[src/rtl/aes_round_ctrl_if.sv]
// Handshake and control bundle between the AES round controller and its neighbours.
// The master side drives the request inputs; the slave side (controller) drives status/strobes.
interface aes_round_ctrl_if;
    logic        in_valid;
    logic        in_ready;
    logic        abort;
    logic        load_state;
    logic        state_en;
    logic        skip_mix;
    logic [3:0]  round_idx;
    logic        busy;
    logic        out_valid;
    logic        out_ready;
    logic [31:0] blk_count;

    modport master (
        output in_valid, abort, out_ready,
        input  in_ready, load_state, state_en, skip_mix, round_idx, busy, out_valid, blk_count
    );

    modport slave (
        input  in_valid, abort, out_ready,
        output in_ready, load_state, state_en, skip_mix, round_idx, busy, out_valid, blk_count
    );
endinterface

[src/rtl/aes_round_ctrl.sv]
// Sequencer for the iterative AES-128 round datapath: initial key add, then NUM_ROUNDS rounds.
// Optional completed-block counter enabled by defining AES_CTRL_BLK_COUNT_EN.
//
// state   | meaning
// --------+------------------------------------------------------------
// S_IDLE  | waiting for a plaintext block, in_ready high
// S_LOAD  | one cycle: state register <= plaintext ^ round-0 key
// S_ROUND | stepping the datapath, one state_en every ROUND_LAT cycles
// S_DONE  | ciphertext held, out_valid high until out_ready
module aes_round_ctrl #(
    parameter int ROUND_LAT  = 3,
    parameter int NUM_ROUNDS = 10
) (
    input  logic             clk_i,
    input  logic             rst_i,
    aes_round_ctrl_if.slave  bus
);

    typedef enum logic [1:0] {
        S_IDLE  = 2'd0,
        S_LOAD  = 2'd1,
        S_ROUND = 2'd2,
        S_DONE  = 2'd3
    } state_e;

    localparam logic [3:0] LAT_LAST  = 4'(ROUND_LAT - 1);
    localparam logic [3:0] LAST_RND  = 4'(NUM_ROUNDS);

    state_e     state_q, state_d;
    logic [3:0] round_q, round_d;
    logic [3:0] lat_q, lat_d;

    logic in_ready_c, load_c, state_en_c, skip_c, busy_c, out_valid_c;

    always_ff @(posedge clk_i) begin
        if (rst_i) begin
            state_q <= S_IDLE;
            round_q <= '0;
            lat_q   <= '0;
        end else begin
            state_q <= state_d;
            round_q <= round_d;
            lat_q   <= lat_d;
        end
    end

    always_comb begin
        state_d     = state_q;
        round_d     = round_q;
        lat_d       = lat_q;
        in_ready_c  = 1'b0;
        load_c      = 1'b0;
        state_en_c  = 1'b0;
        skip_c      = 1'b0;
        busy_c      = 1'b0;
        out_valid_c = 1'b0;

        unique case (state_q)
            S_IDLE: begin
                in_ready_c = 1'b1;
                round_d    = '0;
                lat_d      = '0;
                if (bus.in_valid) state_d = S_LOAD;
            end
            S_LOAD: begin
                load_c  = 1'b1;
                busy_c  = 1'b1;
                state_d = S_ROUND;
                round_d = 4'd1;
                lat_d   = '0;
            end
            S_ROUND: begin
                busy_c = 1'b1;
                skip_c = (round_q == LAST_RND);
                if (lat_q == LAT_LAST) begin
                    state_en_c = 1'b1;
                    lat_d      = '0;
                    if (round_q == LAST_RND) state_d = S_DONE;
                    else                     round_d = round_q + 4'd1;
                end else begin
                    lat_d = lat_q + 4'd1;
                end
            end
            S_DONE: begin
                out_valid_c = 1'b1;
                if (bus.out_ready) begin
                    state_d = S_IDLE;
                    round_d = '0;
                end
            end
            default: state_d = S_IDLE;
        endcase

        // abort wins over everything and suppresses this cycle's strobes
        if (bus.abort) begin
            state_d     = S_IDLE;
            round_d     = '0;
            lat_d       = '0;
            load_c      = 1'b0;
            state_en_c  = 1'b0;
            out_valid_c = 1'b0;
        end
    end

    assign bus.in_ready   = in_ready_c  & ~rst_i;
    assign bus.load_state = load_c      & ~rst_i;
    assign bus.state_en   = state_en_c  & ~rst_i;
    assign bus.skip_mix   = skip_c      & ~rst_i;
    assign bus.busy       = busy_c      & ~rst_i;
    assign bus.out_valid  = out_valid_c & ~rst_i;
    assign bus.round_idx  = rst_i ? 4'd0 : round_q;

`ifdef AES_CTRL_BLK_COUNT_EN
    logic [31:0] blk_cnt_q, blk_cnt_d;

    always_comb begin
        blk_cnt_d = blk_cnt_q;
        if (state_q == S_DONE && bus.out_ready && !bus.abort) blk_cnt_d = blk_cnt_q + 32'd1;
    end

    always_ff @(posedge clk_i) begin
        if (rst_i) blk_cnt_q <= '0;
        else       blk_cnt_q <= blk_cnt_d;
    end

    assign bus.blk_count = rst_i ? 32'd0 : blk_cnt_q;
`else
    assign bus.blk_count = 32'd0;
`endif

endmodule

[src/flat_wrapper.sv]
// flat-port wrapper written by rule: the top's interface ports become plain ports
module aes_round_ctrl_flat 
#(
    parameter int ROUND_LAT  = 3,
    parameter int NUM_ROUNDS = 10
)
  (clk_i, rst_i, bus_in_valid, bus_abort, bus_out_ready, bus_in_ready, bus_load_state, bus_state_en, bus_skip_mix, bus_round_idx, bus_busy, bus_out_valid, bus_blk_count);
  aes_round_ctrl_if bus_i ();
  input  logic clk_i;
  input  logic rst_i;
  input wire logic [$bits(bus_i.in_valid)-1:0] bus_in_valid;
  input wire logic [$bits(bus_i.abort)-1:0] bus_abort;
  input wire logic [$bits(bus_i.out_ready)-1:0] bus_out_ready;
  output wire logic [$bits(bus_i.in_ready)-1:0] bus_in_ready;
  output wire logic [$bits(bus_i.load_state)-1:0] bus_load_state;
  output wire logic [$bits(bus_i.state_en)-1:0] bus_state_en;
  output wire logic [$bits(bus_i.skip_mix)-1:0] bus_skip_mix;
  output wire logic [$bits(bus_i.round_idx)-1:0] bus_round_idx;
  output wire logic [$bits(bus_i.busy)-1:0] bus_busy;
  output wire logic [$bits(bus_i.out_valid)-1:0] bus_out_valid;
  output wire logic [$bits(bus_i.blk_count)-1:0] bus_blk_count;
  assign bus_i.in_valid = bus_in_valid;
  assign bus_i.abort = bus_abort;
  assign bus_i.out_ready = bus_out_ready;
  assign bus_in_ready = bus_i.in_ready;
  assign bus_load_state = bus_i.load_state;
  assign bus_state_en = bus_i.state_en;
  assign bus_skip_mix = bus_i.skip_mix;
  assign bus_round_idx = bus_i.round_idx;
  assign bus_busy = bus_i.busy;
  assign bus_out_valid = bus_i.out_valid;
  assign bus_blk_count = bus_i.blk_count;
  aes_round_ctrl #(.ROUND_LAT(ROUND_LAT), .NUM_ROUNDS(NUM_ROUNDS)) u_core (.clk_i(clk_i), .rst_i(rst_i), .bus(bus_i));
endmodule
[config.mk]
export PLATFORM = sky130hd
export DESIGN_NAME = aes_round_ctrl_flat
export DESIGN_NICKNAME = d
export VERILOG_FILES = /design/src/rtl/aes_round_ctrl_if.sv /design/src/rtl/aes_round_ctrl.sv /design/src/flat_wrapper.sv
export SDC_FILE = /design/constraint.sdc
export NUM_CORES = 1
export LEC_CHECK = 0
export BUFFER_PORTS_ARGS = -buffer_cell sky130_fd_sc_hd__buf_4
export CAP_MARGIN = 20
export CORE_MARGIN = 1
export CORE_UTILIZATION = 45
export CTS_CLUSTER_DIAMETER = 80
export DETAILED_ROUTE_END_ITERATION = 10
export PLACE_DENSITY_LB_ADDON = 0.15
export REMOVE_ABC_BUFFERS = 1
export SLEW_MARGIN = 0
export SYNTH_ARGS = -nofsm -noshare
export SYNTH_HDL_FRONTEND = slang
export SYNTH_SLANG_ARGS = --single-unit
[constraint.sdc]
create_clock -name clk_i -period 3.8 [get_ports clk_i]
set_input_delay 0.38 -clock clk_i [delete_from_list [all_inputs] [get_ports clk_i]]
set_output_delay 0.38 -clock clk_i [all_outputs]
set_load 0.01 [all_outputs]
# --- After elaboration in Yosys (flattened, before gate mapping) ---
# Cells that the tools add are included.
op_classes:
  addsub: 2
  eq_ne: 10
  n_mux: 22
  bitwise_logic: 7
  n_reduce_logical: 7
op_table:
  columns: ["cell", "n"]
  rows:
  - ["2-to-1 mux 4 bit", 5]
  - ["one-hot mux 4 bit (4 select lines)", 1]
  - ["2-to-1 mux 1 bit", 10]
  - ["adder 4 x 1 -> 4 bit (second input constant)", 2]
  - ["2-to-1 mux 2 bit", 4]
  - ["one-hot mux 2 bit (4 select lines)", 1]
  - ["one-hot mux 4 bit (2 select lines)", 1]
  - ["AND 1 bit", 6]
  - ["inequality test 2 bit (second input constant)", 3]
  - ["OR reduction 2 bit", 3]
  - ["equality test 2 bit (second input constant)", 2]
  - ["equality test 4 x 2 -> 1 bit (second input constant)", 1]
  - ["equality test 4 bit (second input constant)", 1]
  - ["inequality test 2 x 1 -> 1 bit (second input constant)", 2]
  - ["AND reduction 4 bit", 1]
  - ["AND reduction 3 bit", 1]
  - ["equality test 2 x 1 -> 1 bit (second input constant)", 1]
  - ["logical NOT 2 bit", 1]
  - ["nonzero test 2 bit", 1]
  - ["inverter 1 bit", 1]
word_totals:
  ff_bits: 10
  inputBits: 5
  elab_cells: 51

# --- Logic depth before layout (Yosys ltp) ---
# Gate-level depths: netlist (run 1).
logic_depth:
  word_depth: 5
  ltp_mapped: 6
  depth_no_buf: 6

# --- Worst setup path before layout (run 1) ---
# OpenSTA, ideal clock, no wires.
synth_timing:
  path_kind: "register to register"
  from: "reg u_core.lat_q[0]"
  to: "reg u_core.lat_q[2]"
  arrival_time_ns: 1.565
  setup_slack_ns: 2.161
  path_stages_with_launch: 7
  path_buffers: 0
  synth_period_minus_slack_ns: 1.639
  path_cell_list: "dfxtp_1 -> inv_1 -> ha_1 -> nor3b_2 -> or3b_4 -> or4_1 -> o21ai_0"
synth_via:
  elab_chain_len: 3
synth_lines:
  columns: ["item", "line", "text"]
  rows:
  - ["from (decl)", "aes_round_ctrl.sv:31", "logic [3:0] lat_q, lat_d;"]
  - ["from (signal assigned)", "aes_round_ctrl.sv:43", "lat_q <= lat_d;"]
  - ["adder 4 x 1 -> 4 bit or equality test 4 x 2 -> 1 bit (tied branches)", "aes_round_ctrl.sv:81, aes_round_ctrl.sv:75", null]
  - ["2-to-1 mux 4 bit (*)", "aes_round_ctrl.sv:75", "if (lat_q == LAT_LAST) begin"]
  - ["one-hot mux 4 bit (2 select lines) (*)", "aes_round_ctrl.sv:58", "unique case (state_q)"]
# Mark *: on every way between the ends. The rest lies on a longest branch, timed or not.
# A chain may end at the register's enable or synchronous reset.

# --- Worst setup path in the final report (run 1) ---
layout_timing:
  from: "in rst_i"
  to: "out bus_state_en"
layout_via:
  elab_chain_len: 2
layout_lines:
  columns: ["item", "line", "text"]
  rows:
  - ["from (decl)", "flat_wrapper.sv:10", "input logic rst_i;"]
  - ["inverter 1 bit", "aes_round_ctrl.sv:107", "assign bus.state_en = state_en_c & ~rst_i;"]
  - ["AND 1 bit", "aes_round_ctrl.sv:107", null]
  - ["to (decl)", "flat_wrapper.sv:16", "output wire logic [$bits(bus_i.state_en)-1:0] bus_state_en;"]
# Every way passes these cells.

==> impl_metrics.tcl, run 1 <==
set metrics [dict create \
    yosys.area.top_type_share_pct 25.03 \
    layout-drive-gt1-share_pct 16.03 \
    globalplace.congestion 0.7536 \
    grt_pass1_vias 590 \
    place_area_um2 959.7 \
    switchingPower_uw 66.71 \
    clkLatencyLatePin_ps 260 \
    synthFlopType "dfxtp_1" \
    grt_pass1_wl_mm 2.477 \
    sw_frac_of_total_pct 29.95 \
    combPwrFrac_pct 19.1 \
    internal-power_uw 156.0 \
    ctsRootBufferMaster "clkbuf_4" \
    slew_viol_final 0 \
    tns_ps 0 \
    drcViolationCount 0 \
    grt_max_degree 15 \
    pin_count 47 \
    hold_violations 0 \
    postSynthCellCount 117 \
    synth.yosys.seq_area_share_pct 20.86 \
    syn_avg_cell_area_um2 8.202 \
    yosysMostFrequentCell "buf_4" \
    endpoint_kind "primary output" \
    fmax_mhz 512.8 \
    die_h_um 48.18 \
    initialDrtViolationCount 7 \
    clockBufferDepth 2 \
    fin_crit_ps 1950 \
    cts.reportedPaths.clkPinSlew_ps 60 \
    clockPowerShare_pct 32.6 \
    top_usage_layer "met2" \
    ant_nets 0 \
    use_met3_pct 4.444 \
    synth_common_cells "32 x buf_4, 10 x dfxtp_1, 10 x ha_1" \
    synth_edf_count 0 \
    post_cts_buffers 0 \
    overflow 0 \
    vias_per_cell 4.646 \
    slew_headroom_pct 46.77 \
    critPathRequiredTime_ps 3420 \
    ir_drop_v 0.0001996 \
    start_kind "input port" \
    critPathKind "input port to primary output" \
    p_leak_uw 0.0004519 \
    fillers 209 \
    fin_crit_sh_pct 51.32 \
    die_area_mm2 0.002321 \
    maxCapViolCount 0 \
    synth_area_leaders "buf_4 25%, dfxtp_1 21%, ha_1 13%" \
    synth_warnings 0 \
    hold_class "input port to register" \
    insertedDiodeCount 0 \
    cts.repair.resized 0 \
    finalSetupViolCount 0 \
    cts_hold_buf 0 \
    via_count 734 \
    wl_per_cell_um 10.13 \
    rsz0062_at_grt "false" \
    syn2layout_area_growth_pct 2.347 \
    ys_seq_elements 10 \
    io_buffer_count 14 \
    core_area_mm2 0.001982 \
    drt-pass1-iter-count 4 \
    drt_wl_total_mm 1.601 \
    clock-sinks 10 \
    synthArstFlopShare_pct 0 \
    dp_hpwl_mm 1.270 \
    htree_levels 1 \
    synth_area_leader_cell "buf_4" \
    worstPathArrival_ps 1570 \
    initial_core_util_pct 48.42 \
    p_seq_share_pct 48.3 \
    cts_buffers 3 \
    grtUsageMet2_pct 24.27 \
    power_density_mw_per_mm2 226.8 \
    rows 16 \
    grt_util_met1_pct 20.18 \
    synthDistinctLibCells 35 \
    grt_usage_pct 15.41 \
    antenna_found_initial 0 \
    outcome "complete, no violations" \
    skew_ps 1.057 \
    fin_area_um2 982.2 \
    synth_area_um2 959.7 \
    cts_tree "built" \
    nets 148 \
    critical_path.max_fanout 14 \
    tightest_slew_ps 795.6 \
    die_w_um 48.18 \
]
cell type report:
class	count	area [um2]	share of cell area (%)
Multi-Input combinational cell	96	590.6	60.13
Inverter	8	30.03	3.057
Tap cell	27	33.78	3.439
Clock buffer	3	22.52	2.293
Sequential cell	10	200.2	20.38
Timing Repair Buffer	14	105.1	10.70
path summary, 6_finish.rpt:
path | startpoint | to | slack, ps | cells past startpoint
min | bus_abort | u_core.lat_q[0]$_SDFFE_PP0P_ | 420 | 3
min reg2reg | u_core.lat_q[3]$_SDFFE_PP0P_ | u_core.lat_q[3]$_SDFFE_PP0P_ | 490 | 2
max | rst_i | bus_state_en | 1850 | 4
max reg2reg | u_core.state_q[0]$_SDFFE_PP0P_ | u_core.lat_q[2]$_SDFFE_PP0P_ | 1990 | 5
stage by stage:
step	util [%]	setup slack (ps)	instances	power [uW]	hold slack [ps]
3_3_place_gp	48.42	1884	155	151.4	477.9
6_report	49.56	1850	158	222.7	423.3
2_1_floorplan	-	2161	114	140.3	466.3
3_5_place_dp	48.42	1836	155	151.9	482.9
5_1_grt	49.56	1742	158	239.5	423.6
4_1_cts	49.56	1834	158	225.3	419.3
per-layer routing:
metal,vias up,share of wire [%]
li1,360,-
met1,337,47
met2,33,45
met3,4,6.7
met4,0,1.3
met5,-,0
worst max-delay path, stage by stage:
cell	delay, ps
buf_4	140
nor2_1	620
and3_2	310
buf_4	110
cell usage in the layout, fill, tap and decap left out, types with 2 or more instances in the layout:
master	count
inv_1	8
nand3_1	5
or4_1	2
dfxtp_1	10
clkbuf_4	3
ha_1	10
nor2_1	5
a21oi_1	3
nand2_1	6
conb_1	32
o31ai_1	2
o21ai_0	3
o211ai_1	2
and2_1	2
buf_4	14
mux2i_1	2
nor2b_1	5
cells by family (layout without fill, tap and decap cells):
group / Yosys count / count (layout) / synth area share [%]
buffers and inverters: 42 / 25 / 29.73
AND/OR/NAND/NOR: 36 / 36 / 22.82
AO/OA/AOI/OAI: 16 / 16 / 11.08
adder cells (fa/ha/maj): 10 / 10 / 13.04
flip-flops: 10 / 10 / 20.86
multiplexers: 2 / 2 / 2.086
other: 1 / 32 / 0.3908
power groups by stage:
stage	Sequential, uW	Clock, uW	Combinational, uW
floorplan	110	0	30.7
global placement	110	0	41.5
detailed placement	110	0	42.0
CTS	107	75.8	42.1
global route	108	82.7	49.0
finish	107	72.7	42.5
flip-flops by register name (all words and copies together), names as in the netlist:
signal          cells
u_core.state_q      2
u_core.lat_q        4
u_core.round_q      4
(Power assumes the default switching activity.)
==> run 2: changes to the inputs <==
--- a/config.mk
+++ b/config.mk
@@ -8,7 +8,7 @@
 export BUFFER_PORTS_ARGS = -buffer_cell sky130_fd_sc_hd__buf_4
 export CAP_MARGIN = 20
 export CORE_MARGIN = 1
-export CORE_UTILIZATION = 45
+export CORE_UTILIZATION = 41
 export CTS_CLUSTER_DIAMETER = 80
 export DETAILED_ROUTE_END_ITERATION = 10
 export PLACE_DENSITY_LB_ADDON = 0.15
==> constraint.sdc (replaced) <==
create_clock -name clk_i -period 1.75 [get_ports clk_i]
set_input_delay 0.175 -clock clk_i [delete_from_list [all_inputs] [get_ports clk_i]]
set_output_delay 0.175 -clock clk_i [all_outputs]
set_load 0.01 [all_outputs]
==> run 2 against run 1 <==
Effect of this change:
- combinational power grew 150%
- total power grew 130%
- flip-flop and latch count is the same
- largest cell class unchanged
- clock power grew 130%
- global-route usage shrank 0.18 points
- via count grew 3.4%
- critical path type is now register to register
==> impl_metrics.tcl, run 2 (same netlist as run 1, synthesis figures left out) <==
set metrics [dict create \
    syn2layout_area_growth_pct 9.126 \
    ant_nets 0 \
    start_kind "register" \
    maxCapViolCount 0 \
    top_regs "u_core.lat_q (4), u_core.round_q (4), u_core.state_q (2)" \
    critPathRequiredTime_ps 1950 \
    nets 156 \
    layout-drive-gt1-share_pct 23.02 \
    rsz0062_at_grt "false" \
    grt_pass1_vias 723 \
    layout_commonest_cell "conb_1" \
    skew_ps 3.920 \
    reg2reg_from "u_core.lat_q[0]$_SDFFE_PP0P_" \
    slew_viol_final 0 \
    worstPathArrival_ps 1840 \
    r2r_end "u_core.lat_q[2]$_SDFFE_PP0P_" \
    die_area_mm2 0.002538 \
    rows 17 \
    outcome "complete, no violations" \
    globalplace.congestion 0.7280 \
    core_area_mm2 0.002212 \
    grt_pass1_wl_mm 2.960 \
    ir_drop_v 0.0002303 \
    fin_crit_ps 1636 \
    initial_core_util_pct 43.38 \
    post_cts_buffers 0 \
    hold_class "input port to register" \
    wl_per_cell_um 10.32 \
    cts_buffers 3 \
    critPathKind "register to register" \
    clkLatencyLatePin_ps 260 \
    endpoint_kind "register" \
    finalPower_uw 503.1 \
    grt_usage_pct 15.22 \
    finalSetupViolCount 0 \
    cts_tree "built" \
    insertedDiodeCount 0 \
    drt-pass1-iter-count 4 \
    drcViolationCount 0 \
    clock-sinks 10 \
    tns_ps 0 \
    fin_crit_sh_pct 93.47 \
    power_density_mw_per_mm2 480.4 \
    regToRegSetupSlack_ps 110 \
    io_buffer_count 14 \
    final_cell_mix "32 x conb_1, 22 x buf_4, 9 x ha_1, 9 x dfxtp_1, 7 x inv_1" \
    fillers 211 \
    die_h_um 50.38 \
    htree_levels 1 \
    hold_violations 0 \
    vias_per_cell 4.545 \
    initialDrtViolationCount 15 \
    clockBufferDepth 2 \
    cts.reportedPaths.clkPinSlew_ps 70 \
    critPathLaunch "u_core.lat_q[0]$_SDFFE_PP0P_" \
    grt_max_degree 11 \
    ctsRootBufferMaster "clkbuf_4" \
    critical_path.max_fanout 4 \
    fmax_mhz 611.3 \
    overflow 0 \
    drt_wl_total_mm 1.723 \
    crit_end "u_core.lat_q[2]$_SDFFE_PP0P_" \
    dp_hpwl_mm 1.385 \
    cts_hold_buf 0 \
    via_count 759 \
    p_leak_uw 0.0004927 \
    r2r_cells 6 \
    die_w_um 50.38 \
    pin_count 47 \
    antenna_found_initial 0 \
]
[run 2: worst min-delay path by stage]
stage | startpoint | to | cells after the start
floorplan | bus_abort | u_core.lat_q[0]$_SDFFE_PP0P_ | 2
global placement | u_core.state_q[0]$_SDFFE_PP0P_ | u_core.state_q[0]$_SDFFE_PP0P_ | 2
detailed placement | u_core.state_q[0]$_SDFFE_PP0P_ | u_core.state_q[0]$_SDFFE_PP0P_ | 2
CTS | bus_abort | u_core.lat_q[1]$_SDFFE_PP0P_ | 3
global route | bus_abort | u_core.lat_q[0]$_SDFFE_PP0P_ | 3
finish | bus_abort | u_core.lat_q[0]$_SDFFE_PP0P_ | 3
[run 2: power by group]
group | leakage, uW | internal (uW) | switching [uW]
clock network | 0.0000138 | 79.4 | 84.6
logic | 0.000398 | 38.1 | 67.4
registers | 0.0000812 | 230 | 3.45
[run 2: layout make-up]
class                           instances  area (um2)  share of cell area, %
Inverter                                8       30.03                  2.867
Multi-Input combinational cell         96       593.1                  56.63
Clock buffer                            3       22.52                  2.151
Timing Repair Buffer                   22       165.2                  15.77
Tap cell                               28       35.03                  3.345
Sequential cell                        10       201.4                  19.24
[run 2: repair_timing]
item	4_1_cts	5_1_grt
resized for setup	0	4
setup endpoints to repair	0	4
hold endpoints to repair	0	0
[run 2: per-stage QoR]
| step | hold slack, ps | setup slack (ps) | cell area (um2) | cells | utilization [%] |
|---|---|---|---|---|---|
| finish | 222.2 | 114.2 | 1047 | 167 | 47.34 |
| CTS | 215.2 | 63.24 | 1044 | 167 | 47.17 |
| global route | 231.3 | 9.569 | 1047 | 167 | 47.34 |
| global placement | 484.4 | 127.6 | 1021 | 164 | 46.15 |
| detailed placement | 498.6 | 88.65 | 1021 | 164 | 46.15 |
| floorplan | 361.1 | 110.6 | 820.8 | 114 | - |
[run 2: critical path: stages (launching register included)]
cell and delay, ps:
dfxtp_2 320, inv_1 40, ha_1 170, nor3b_2 170
or3b_4 390, or4_1 400, o21ai_1 80
[run 2: routing by layer]
metal / vias to the layer above / GRT usage [%] / share of wire (%)
met5: - / 0 / 0
met4: 0 / 7.407 / 0.70
met3: 2 / 3.636 / 7.1
met2: 38 / 25.78 / 47
met1: 343 / 17.80 / 46
li1: 376 / - / -
==> run 3: changes to the inputs <==
--- a/config.mk
+++ b/config.mk
@@ -7,6 +7,7 @@
 export LEC_CHECK = 0
 export BUFFER_PORTS_ARGS = -buffer_cell sky130_fd_sc_hd__buf_4
 export CAP_MARGIN = 20
+export CORE_ASPECT_RATIO = 1.75
 export CORE_MARGIN = 1
 export CORE_UTILIZATION = 41
 export CTS_CLUSTER_DIAMETER = 80
==> run 3 against run 2 <==
Effect of this change:
- die area rose by 0.29%
- non-clock buffer count did not move
- register-to-register slack hardly changed
- flip-flop and latch count did not move
- cell count shrank 2.4%
- routed wire length up 4.9%
- critical path depth unchanged
- hold slack got worse by 9.0 ps
- clock-buffer cell count is the same
- core utilization is 2.1 points higher
- total power down 0.74%
- largest power group unchanged
- sequential share of layout area decreased by 0.15 points
- highest routed layer unchanged
==> impl_metrics.tcl, run 3 (same netlist as run 1, synthesis figures left out) <==
set metrics [dict create \
    maxCapViolCount 0 \
    clock-sinks 10 \
    grt_max_degree 11 \
    power_density_mw_per_mm2 470.1 \
    top_regs "u_core.lat_q (4), u_core.round_q (4), u_core.state_q (2)" \
    hold_class "input port to register" \
    overflow 0 \
    die_h_um 66 \
    tns_ps 0 \
    critPathRequiredTime_ps 1940 \
    dp_slack_ps 51.38 \
    path_buf_inv 1 \
    drcViolationCount 0 \
    outcome "complete, no violations" \
    critical_path.max_fanout 4 \
    fin_crit_ps 1648 \
    fmax_mhz 606.9 \
    dp_hpwl_mm 1.467 \
    insertedDiodeCount 0 \
    cts_buffers 3 \
    globalplace.congestion 0.7984 \
    finish.utilization_pct 49.48 \
    worstPathArrival_ps 1840 \
    hold_violations 0 \
    timing.final.ws_setup_ps 102.2 \
    ir_drop_v 0.0002531 \
    ctsRootBufferMaster "clkbuf_4" \
    layout_commonest_cell "conb_1" \
    slew_viol_final 0 \
    worst_path_max_delay_cell "or4_1" \
    core_area_mm2 0.002147 \
    rows 22 \
    grt_usage_pct 14.93 \
    wl_per_cell_um 11.09 \
    cts.reportedPaths.clkPinSlew_ps 70 \
    path_cells "inv_1, ha_1, nor3b_4, or3b_4, or4_1, o21ai_0" \
    initial_core_util_pct 44.70 \
    final_cell_mix "32 x conb_1, 22 x buf_4, 8 x inv_1, 8 x ha_1, 8 x dfxtp_1" \
    fin_crit_sh_pct 94.16 \
    htree_levels 1 \
    initialDrtViolationCount 12 \
    drt_wl_total_mm 1.808 \
    crit_family "simple AND/OR/NAND/NOR gates" \
    clkLatencyLatePin_ps 260 \
    ant_nets 0 \
    endpoint_kind "register" \
    regToRegSetupSlack_ps 100 \
    grt_pass1_vias 671 \
    nets 156 \
    vias_per_cell 4.681 \
    finalSetupViolCount 0 \
    die_area_mm2 0.002546 \
    post_cts_buffers 0 \
    die_w_um 38.57 \
    syn2layout_area_growth_pct 10.69 \
    fillers 243 \
    clockBufferDepth 2 \
    cts_tree "built" \
    via_count 763 \
    start_kind "register" \
    cts_hold_buf 0 \
    drt-pass1-iter-count 4 \
    skew_ps 1.812 \
    finalPower_uw 499.3 \
    io_buffer_count 14 \
    p_leak_uw 0.0004913 \
    pin_count 47 \
    antenna_found_initial 0 \
    slowest_delay_ps 400 \
    grt_pass1_wl_mm 2.732 \
    layout-drive-gt1-share_pct 23.74 \
    critPathKind "register to register" \
    whs_ps 213.2 \
]
run 3: cell counts in the layout (fill, tap and decap cells not counted):
No cell type changed its count.
run 3: through the flow:
stage	instances	instance area [um2]
2_1_floorplan	114	820.8
3_3_place_gp	160	1016
3_5_place_dp	160	1016
4_1_cts	163	1039
5_1_grt	163	1062
6_report	163	1062
run 3: final cells by class:
type | instances | area, um2 | share of cell area [%]
timing repair buffer | 22 | 165.2 | 15.55
sequential | 10 | 202.7 | 19.08
multi-input combinational | 96 | 611.8 | 57.60
clock buffer | 3 | 22.52 | 2.120
tap | 24 | 30.03 | 2.827
inverter | 8 | 30.03 | 2.827
run 3: repair_timing:
action	4_1_cts	5_1_grt
endpoints found under the setup margin	0	3
gates resized for setup	0	6
endpoints found under the hold margin	0	0
run 3: tightest hold or removal path: stages:
cell and delay, ps:
buf_4 90, or2_4 130, nor2_1 40
run 3: final timing paths:
check | from | end | depth (start not counted)
worst max-delay path | u_core.lat_q[0]$_SDFFE_PP0P_ | u_core.lat_q[2]$_SDFFE_PP0P_ | 6
worst max register to register | u_core.lat_q[0]$_SDFFE_PP0P_ | u_core.lat_q[2]$_SDFFE_PP0P_ | 6
worst min-delay path | bus_abort | u_core.lat_q[0]$_SDFFE_PP0P_ | 3
worst min register to register | u_core.state_q[0]$_SDFFE_PP0P_ | u_core.state_q[0]$_SDFFE_PP0P_ | 2
run 3: metal layers:
| metal | up-vias | share of wire, % | GRT usage, % |
|---|---|---|---|
| li1 | 376 | - | - |
| met1 | 349 | 39 | 15.77 |
| met2 | 34 | 54 | 26.67 |
| met3 | 4 | 5.9 | 2.020 |
| met4 | 0 | 1.6 | 7.759 |
| met5 | - | 0 | 0 |
run 3: report_power, final:
part / leakage (uW) / switching [uW] / internal, uW
combinational: 0.000396 / 67.8 / 38.3
sequential: 0.0000816 / 3.52 / 231
clock: 0.0000138 / 79.5 / 79.5
